==> src/rtl/axis_demux_n.sv <==
// ---------------------------------------------------------------------------
// axis_demux_n
//
// Purpose:
//   1-to-NUM_M AXI4-Stream demultiplexer with tlast support, optional
//   packet-locked routing, a single registered output stage and discard of
//   beats whose route does not name an existing output channel.
//
// Parameters:
//   DATA_WIDTH   tdata width in bits
//   NUM_M        number of output channels, 2 .. 2**SEL_WIDTH
//   SEL_WIDTH    width of the select input
//   PACKET_MODE  1: route locked from a packet's first beat up to tlast
//                0: route taken from select on every beat
//
// Ports:
//   clk          clock
//   resetn       synchronous, active-low reset
//   s_tvalid     slave stream valid
//   s_tready     slave stream ready (forced low while resetn is low)
//   s_tdata      slave stream data
//   s_tlast      slave stream end of packet
//   select       requested output channel
//   m_tvalid     per-channel valid (at most one bit set)
//   m_tready     per-channel ready
//   m_tdata      per-channel data, channel i at [i*DATA_WIDTH +: DATA_WIDTH]
//   m_tlast      per-channel tlast
//   busy         high while a packet is in progress (PACKET_MODE=1 only)
//   drop_count   saturating count of beats discarded on an invalid route
// ---------------------------------------------------------------------------
module axis_demux_n #(
  parameter int DATA_WIDTH  = 32,
  parameter int NUM_M       = 4,
  parameter int SEL_WIDTH   = 2,
  parameter int PACKET_MODE = 1
) (
  input  logic                          clk,
  input  logic                          resetn,
  input  logic                          s_tvalid,
  output logic                          s_tready,
  input  logic [DATA_WIDTH-1:0]         s_tdata,
  input  logic                          s_tlast,
  input  logic [SEL_WIDTH-1:0]          select,
  output logic [NUM_M-1:0]              m_tvalid,
  input  logic [NUM_M-1:0]              m_tready,
  output logic [NUM_M*DATA_WIDTH-1:0]   m_tdata,
  output logic [NUM_M-1:0]              m_tlast,
  output logic                          busy,
  output logic [15:0]                   drop_count
);

  localparam int NUM_SEL = 1 << SEL_WIDTH;

  typedef enum logic {
    ST_IDLE   = 1'b0,
    ST_IN_PKT = 1'b1
  } state_t;

  // Output stage
  logic                  r_out_valid;
  logic [DATA_WIDTH-1:0] r_out_data;
  logic                  r_out_last;
  logic [SEL_WIDTH-1:0]  r_out_dest;

  // Packet tracking
  state_t                r_state;
  logic [SEL_WIDTH-1:0]  r_lock;
  logic                  r_busy;

  logic [15:0]           r_drop_count;

  logic [NUM_SEL-1:0]    w_ready_pad;
  logic                  w_drain;
  logic                  w_accept;
  logic [SEL_WIDTH-1:0]  w_route;
  logic                  w_route_ok;

  // Ready vector widened to every encodable select value so the stage's
  // destination can index it without going out of range; nonexistent
  // channels read as not ready (they are never a stored destination anyway).
  genvar gi;
  generate
    for (gi = 0; gi < NUM_SEL; gi++) begin : g_ready_pad
      if (gi < NUM_M) begin : g_real
        assign w_ready_pad[gi] = m_tready[gi];
      end else begin : g_none
        assign w_ready_pad[gi] = 1'b0;
      end
    end
  endgenerate

  // The held beat leaves this cycle when its own channel is ready.
  assign w_drain  = r_out_valid & w_ready_pad[r_out_dest];

  // Accept when the stage is empty or being emptied in the same cycle, so a
  // streaming source sees no bubble while the target keeps up.
  assign s_tready = resetn & (~r_out_valid | w_ready_pad[r_out_dest]);
  assign w_accept = s_tvalid & s_tready;

  // Mid-packet the locked route wins; select only matters on a first beat.
  assign w_route    = ((PACKET_MODE != 0) && (r_state == ST_IN_PKT)) ? r_lock : select;
  assign w_route_ok = (32'(w_route) < 32'(NUM_M));

  // Output stage: load on an accepted beat with a usable route, otherwise
  // empty when drained, otherwise hold everything stable for the sink.
  // A dropped beat leaves the stage to drain or hold as if nothing arrived.
  always_ff @(posedge clk) begin
    if (!resetn) begin
      r_out_valid <= 1'b0;
      r_out_data  <= '0;
      r_out_last  <= 1'b0;
      r_out_dest  <= '0;
    end else if (w_accept && w_route_ok) begin
      r_out_valid <= 1'b1;
      r_out_data  <= s_tdata;
      r_out_last  <= s_tlast;
      r_out_dest  <= w_route;
    end else if (w_drain) begin
      r_out_valid <= 1'b0;
    end
  end

  // Packet state machine. An invalid route is locked like any other so the
  // remainder of that packet is discarded rather than split across channels.
  always_ff @(posedge clk) begin
    if (!resetn) begin
      r_state <= ST_IDLE;
      r_lock  <= '0;
      r_busy  <= 1'b0;
    end else if ((PACKET_MODE != 0) && w_accept) begin
      case (r_state)
        ST_IDLE: begin
          if (!s_tlast) begin
            r_state <= ST_IN_PKT;
            r_lock  <= w_route;
            r_busy  <= 1'b1;
          end
        end
        ST_IN_PKT: begin
          if (s_tlast) begin
            r_state <= ST_IDLE;
            r_busy  <= 1'b0;
          end
        end
        default: begin
          r_state <= ST_IDLE;
          r_busy  <= 1'b0;
        end
      endcase
    end
  end

  // Drop counter sticks at all-ones instead of wrapping.
  always_ff @(posedge clk) begin
    if (!resetn) begin
      r_drop_count <= '0;
    end else if (w_accept && !w_route_ok && (r_drop_count != 16'hFFFF)) begin
      r_drop_count <= r_drop_count + 16'd1;
    end
  end

  // Every channel sees the same data/last; only the valid bit is steered.
  generate
    for (gi = 0; gi < NUM_M; gi++) begin : g_out
      assign m_tvalid[gi]                           = r_out_valid & (r_out_dest == SEL_WIDTH'(gi));
      assign m_tdata[gi*DATA_WIDTH +: DATA_WIDTH]   = r_out_data;
      assign m_tlast[gi]                            = r_out_last;
    end
  endgenerate

  assign busy       = r_busy;
  assign drop_count = r_drop_count;

endmodule

==> config.mk <==
export PLATFORM = sky130hd
export DESIGN_NAME = axis_demux_n
export DESIGN_NICKNAME = d
export VERILOG_FILES = /design/src/rtl/axis_demux_n.sv
export SDC_FILE = /design/constraint.sdc
export NUM_CORES = 1
export LEC_CHECK = 0
export CORE_UTILIZATION = 36
export CTS_BUF_LIST = sky130_fd_sc_hd__clkbuf_8
export DETAILED_ROUTE_END_ITERATION = 16
export GPL_ROUTABILITY_DRIVEN = 1
export PLACE_DENSITY_LB_ADDON = 0.05
export SLEW_MARGIN = 10
export SYNTH_ARGS = -nofsm -noshare
export SYNTH_HDL_FRONTEND = slang
export SYNTH_SLANG_ARGS = --single-unit
==> constraint.sdc <==
create_clock -name clk -period 1.64 [get_ports clk]
set_input_delay 0.328 -clock clk [delete_from_list [all_inputs] [get_ports clk]]
set_output_delay 0.328 -clock clk [all_outputs]
set_load 0.01 [all_outputs]
==> summary.md <==
| Metric | Value |
|---|---|
| Detailed router's first-iteration violation count | `62` |
| Final ANT Viol Nets | `0` |
| Cell area after layout | `3930 um^2` |
| Worst Max-Slew Pin Slew | `0.726 ns` |
| Logic pwr share | `0.330` |
| Pwr/cell area | `738 nW/um^2` |
| Clock power frac | `0.279` |
| VDD IR max | `383 uV` |
| Startpoint types | `flop` |
| Vias per cell | `4.17` |
| GR Util All Layers | `0.136` |
| Post-CTS Setup Inserts | `0` |
| Peak fanout along the critical path | `4` |
| Die height | `88.3 um` |
| Vias in the first global route | `1,718` |
| Final Util | `0.545` |
| Area Growth Syn to Fin | `46.5%` |
| Worst slack, placed | `-0.533 ns` |
| # fillers | `700` |
| Sequential share of power | `0.391` |
| Mapped Cells | `315` |
| Max-slew violations | `0` |
| Clock Sinks | `40` |
| Final worst slack | `0.0528 ns` |
| Flops & latches, synth | `40` |
| Internal | `2.09 mW` |
| H-tree depth | `2` |
| Initial Util | `0.372` |
| Tmin final | `1.59 ns` |
| Area of the core | `7210 um^2` |
| CTS tree | `done` |
| Port-buffer cells | `179` |
| First-pass GRT wire length | `8260 um` |
| Fin. Hold Viols | `0` |
| RSZ-0062 raised after global routing | `true` |
| Final HPWL from detailed placement | `4460 um` |
| Period utilization | `0.968` |
| F_max | `630 MHz` |
| Wire per inst | `11.7 um` |
| Initial antenna violation count | `0` |
| Max cap viols | `0` |
| Crit. End Element | `output port` |
| Row cnt | `31` |
| CP Class | `reg -> out` |
| Leak pwr | `1.76 nW` |
| DRC | `0` |
| Hold Path Class | `in -> reg` |
| Minimum hold slack | `0.364 ns` |
| 1st-pass router iterations | `4` |
| Placed Area | `3770 um^2` |
| Layout Skew | `0.00574 ns` |
| Largest net degree at the start of global routing | `79` |
| DIE WIDTH | `88.3 um` |
| PnR Total Power | `2.90 mW` |
| Layout Nets | `442` |
| Clk buf depth | `2` |
| Gpl congestion | `0.720` |
| Worst-path clk slew | `0.08 ns` |
| Worst-Skew Late Latency | `0.29 ns` |
| Warnings, synthesis | `0` |
| IO Pins | `196` |
| Final setup fails | `0` |
| Mean Syn Cell Area | `8.52 um^2` |
| Die area | `7800 um^2` |
| Slew margin rel. | `0.516` |
| Reg area | `826 um^2` |
| Synth Cell Area | `2680 um^2` |
| Cts hold-fix bufs | `0` |
| Clock root buffer | `clkbuf_8` |
| Total grt overflow | `0` |
| Data required time at the worst endpoint | `1.31 ns` |
| Psw | `0.815 mW` |
| Seq/Total Area, Yosys | `0.299` |
| Sw Share | `0.281` |
| Critical path arrival | `1.26 ns` |
| Vias | `2,080` |
| N_diodes | `0` |
| Routed Wire Length | `5830 um` |
| Outcome | `completed` |
| Post-synth cell types | `21` |
| Share of cells above drive strength 1 | `0.130` |
| Total CTS buffers | `5` |
| Area of the multi-input gates | `960 um^2` |
metrics by stage:
stage | cells | setup TNS [ns]
5_1_grt | 499 | -0.0289
3_5_place_dp | 491 | -6.11
6_report | 499 | 0
3_3_place_gp | 491 | -5.53
4_1_cts | 499 | 0
2_1_floorplan | 330 | 0
registers in the layout, indices dropped and copies added, names as in the netlist:
signal	cells
r_out_data	32
r_lock	2
r_out_dest	2
busy	1
r_out_last	1
r_out_valid	1
r_state	1
cell usage in the layout (no fill, tap or decap), drive strengths merged:
cell           count
conb              16
dfxtp             40
clkinvlp           1
clkinv             1
o221ai             1
nor2b              1
nand2b             2
o221a              1
clkbuf             6
and3               1
inv                3
dlymetal6s2s       9
and2               2
mux2i             41
ha                 1
buf               15
nor2               3
nand3b             1
bufinv             1
mux2               4
clkdlybuf4s50    159
a221oi             4
nand2             79
dlygate4sd2        8
per-layer routing:
metal	share of wire	wire, um	global-route usage
met1	0.41	2410	0.161
met2	0.50	2940	0.246
met3	0.075	435	0.0317
met4	0.0072	42	0.0352
met5	0	0	0
cell families after synthesis:
family                   share of synthesized area
buffers and inverters                        0.372
AND/OR/NAND/NOR                              0.132
multiplexers                                 0.171
flip-flops                                   0.299
AO/OA/AOI/OAI                               0.0205
adder cells (fa/ha/maj)                    0.00466
other                                      0.00140
worst max-delay path, cell delays in order, from the launching register on:
cell,delay (ns)
dfxtp_2,0.36
and2_1,0.17
a221oi_2,0.27
buf_2,0.18
power by group through the flow:
stage / clock network, mW / logic (mW) / registers (mW)
4_1_cts: 0.842 / 0.966 / 1.13
2_1_floorplan: 0 / 0.611 / 1.16
3_3_place_gp: 0 / 0.964 / 1.15
5_1_grt: 0.887 / 1.03 / 1.15
3_5_place_dp: 0 / 0.971 / 1.15
6_report: 0.811 / 0.958 / 1.13
layout make-up:
class	count	area share
Clock buffer	5	0.0175
Clock inverter	3	0.0108
Inverter	3	0.00286
Multi-Input combinational cell	157	0.244
Sequential cell	40	0.210
Tap cell	99	0.0315
Timing Repair Buffer	192	0.483
synthesized netlist by cell type:
master,count,share of area
buf_6,2,0.0084
nand2b_1,2,0.0047
mux2i_1,41,0.15
o221ai_1,1,0.0033
nand2_1,79,0.11
buf_4,116,0.32
and3_1,1,0.0023
nor2b_1,1,0.0023
nor2_1,3,0.0042
o221a_1,1,0.0042
buf_12,3,0.022
conb_1,1,0.0014
mux2_2,3,0.013
mux2_4,1,0.0056
and2_1,2,0.0047
dfxtp_1,40,0.30
ha_1,1,0.0047
a221oi_1,4,0.013
nand3b_1,1,0.0028
clkbuf_1,9,0.013
inv_1,3,0.0042
timing repair:
item | in CTS | in global routing
gates resized for setup | 17 | 32
gates cloned | 0 | 0
pin swaps | 1 | 0
endpoints found under the setup margin | 14 | 73
worst paths after layout:
| check | startpoint | to | slack [ns] | cells past startpoint |
|---|---|---|---|---|
| setup / recovery | r_out_dest[1] | s_tready | 0.05 | 3 |
| setup reg to reg | r_out_dest[0] | r_out_data[17] | 0.07 | 5 |
| hold reg to reg | busy | busy | 0.46 | 2 |
| hold / removal | resetn | r_out_valid | 0.36 | 3 |
No activity file was read; power rests on OpenSTA's default activity.
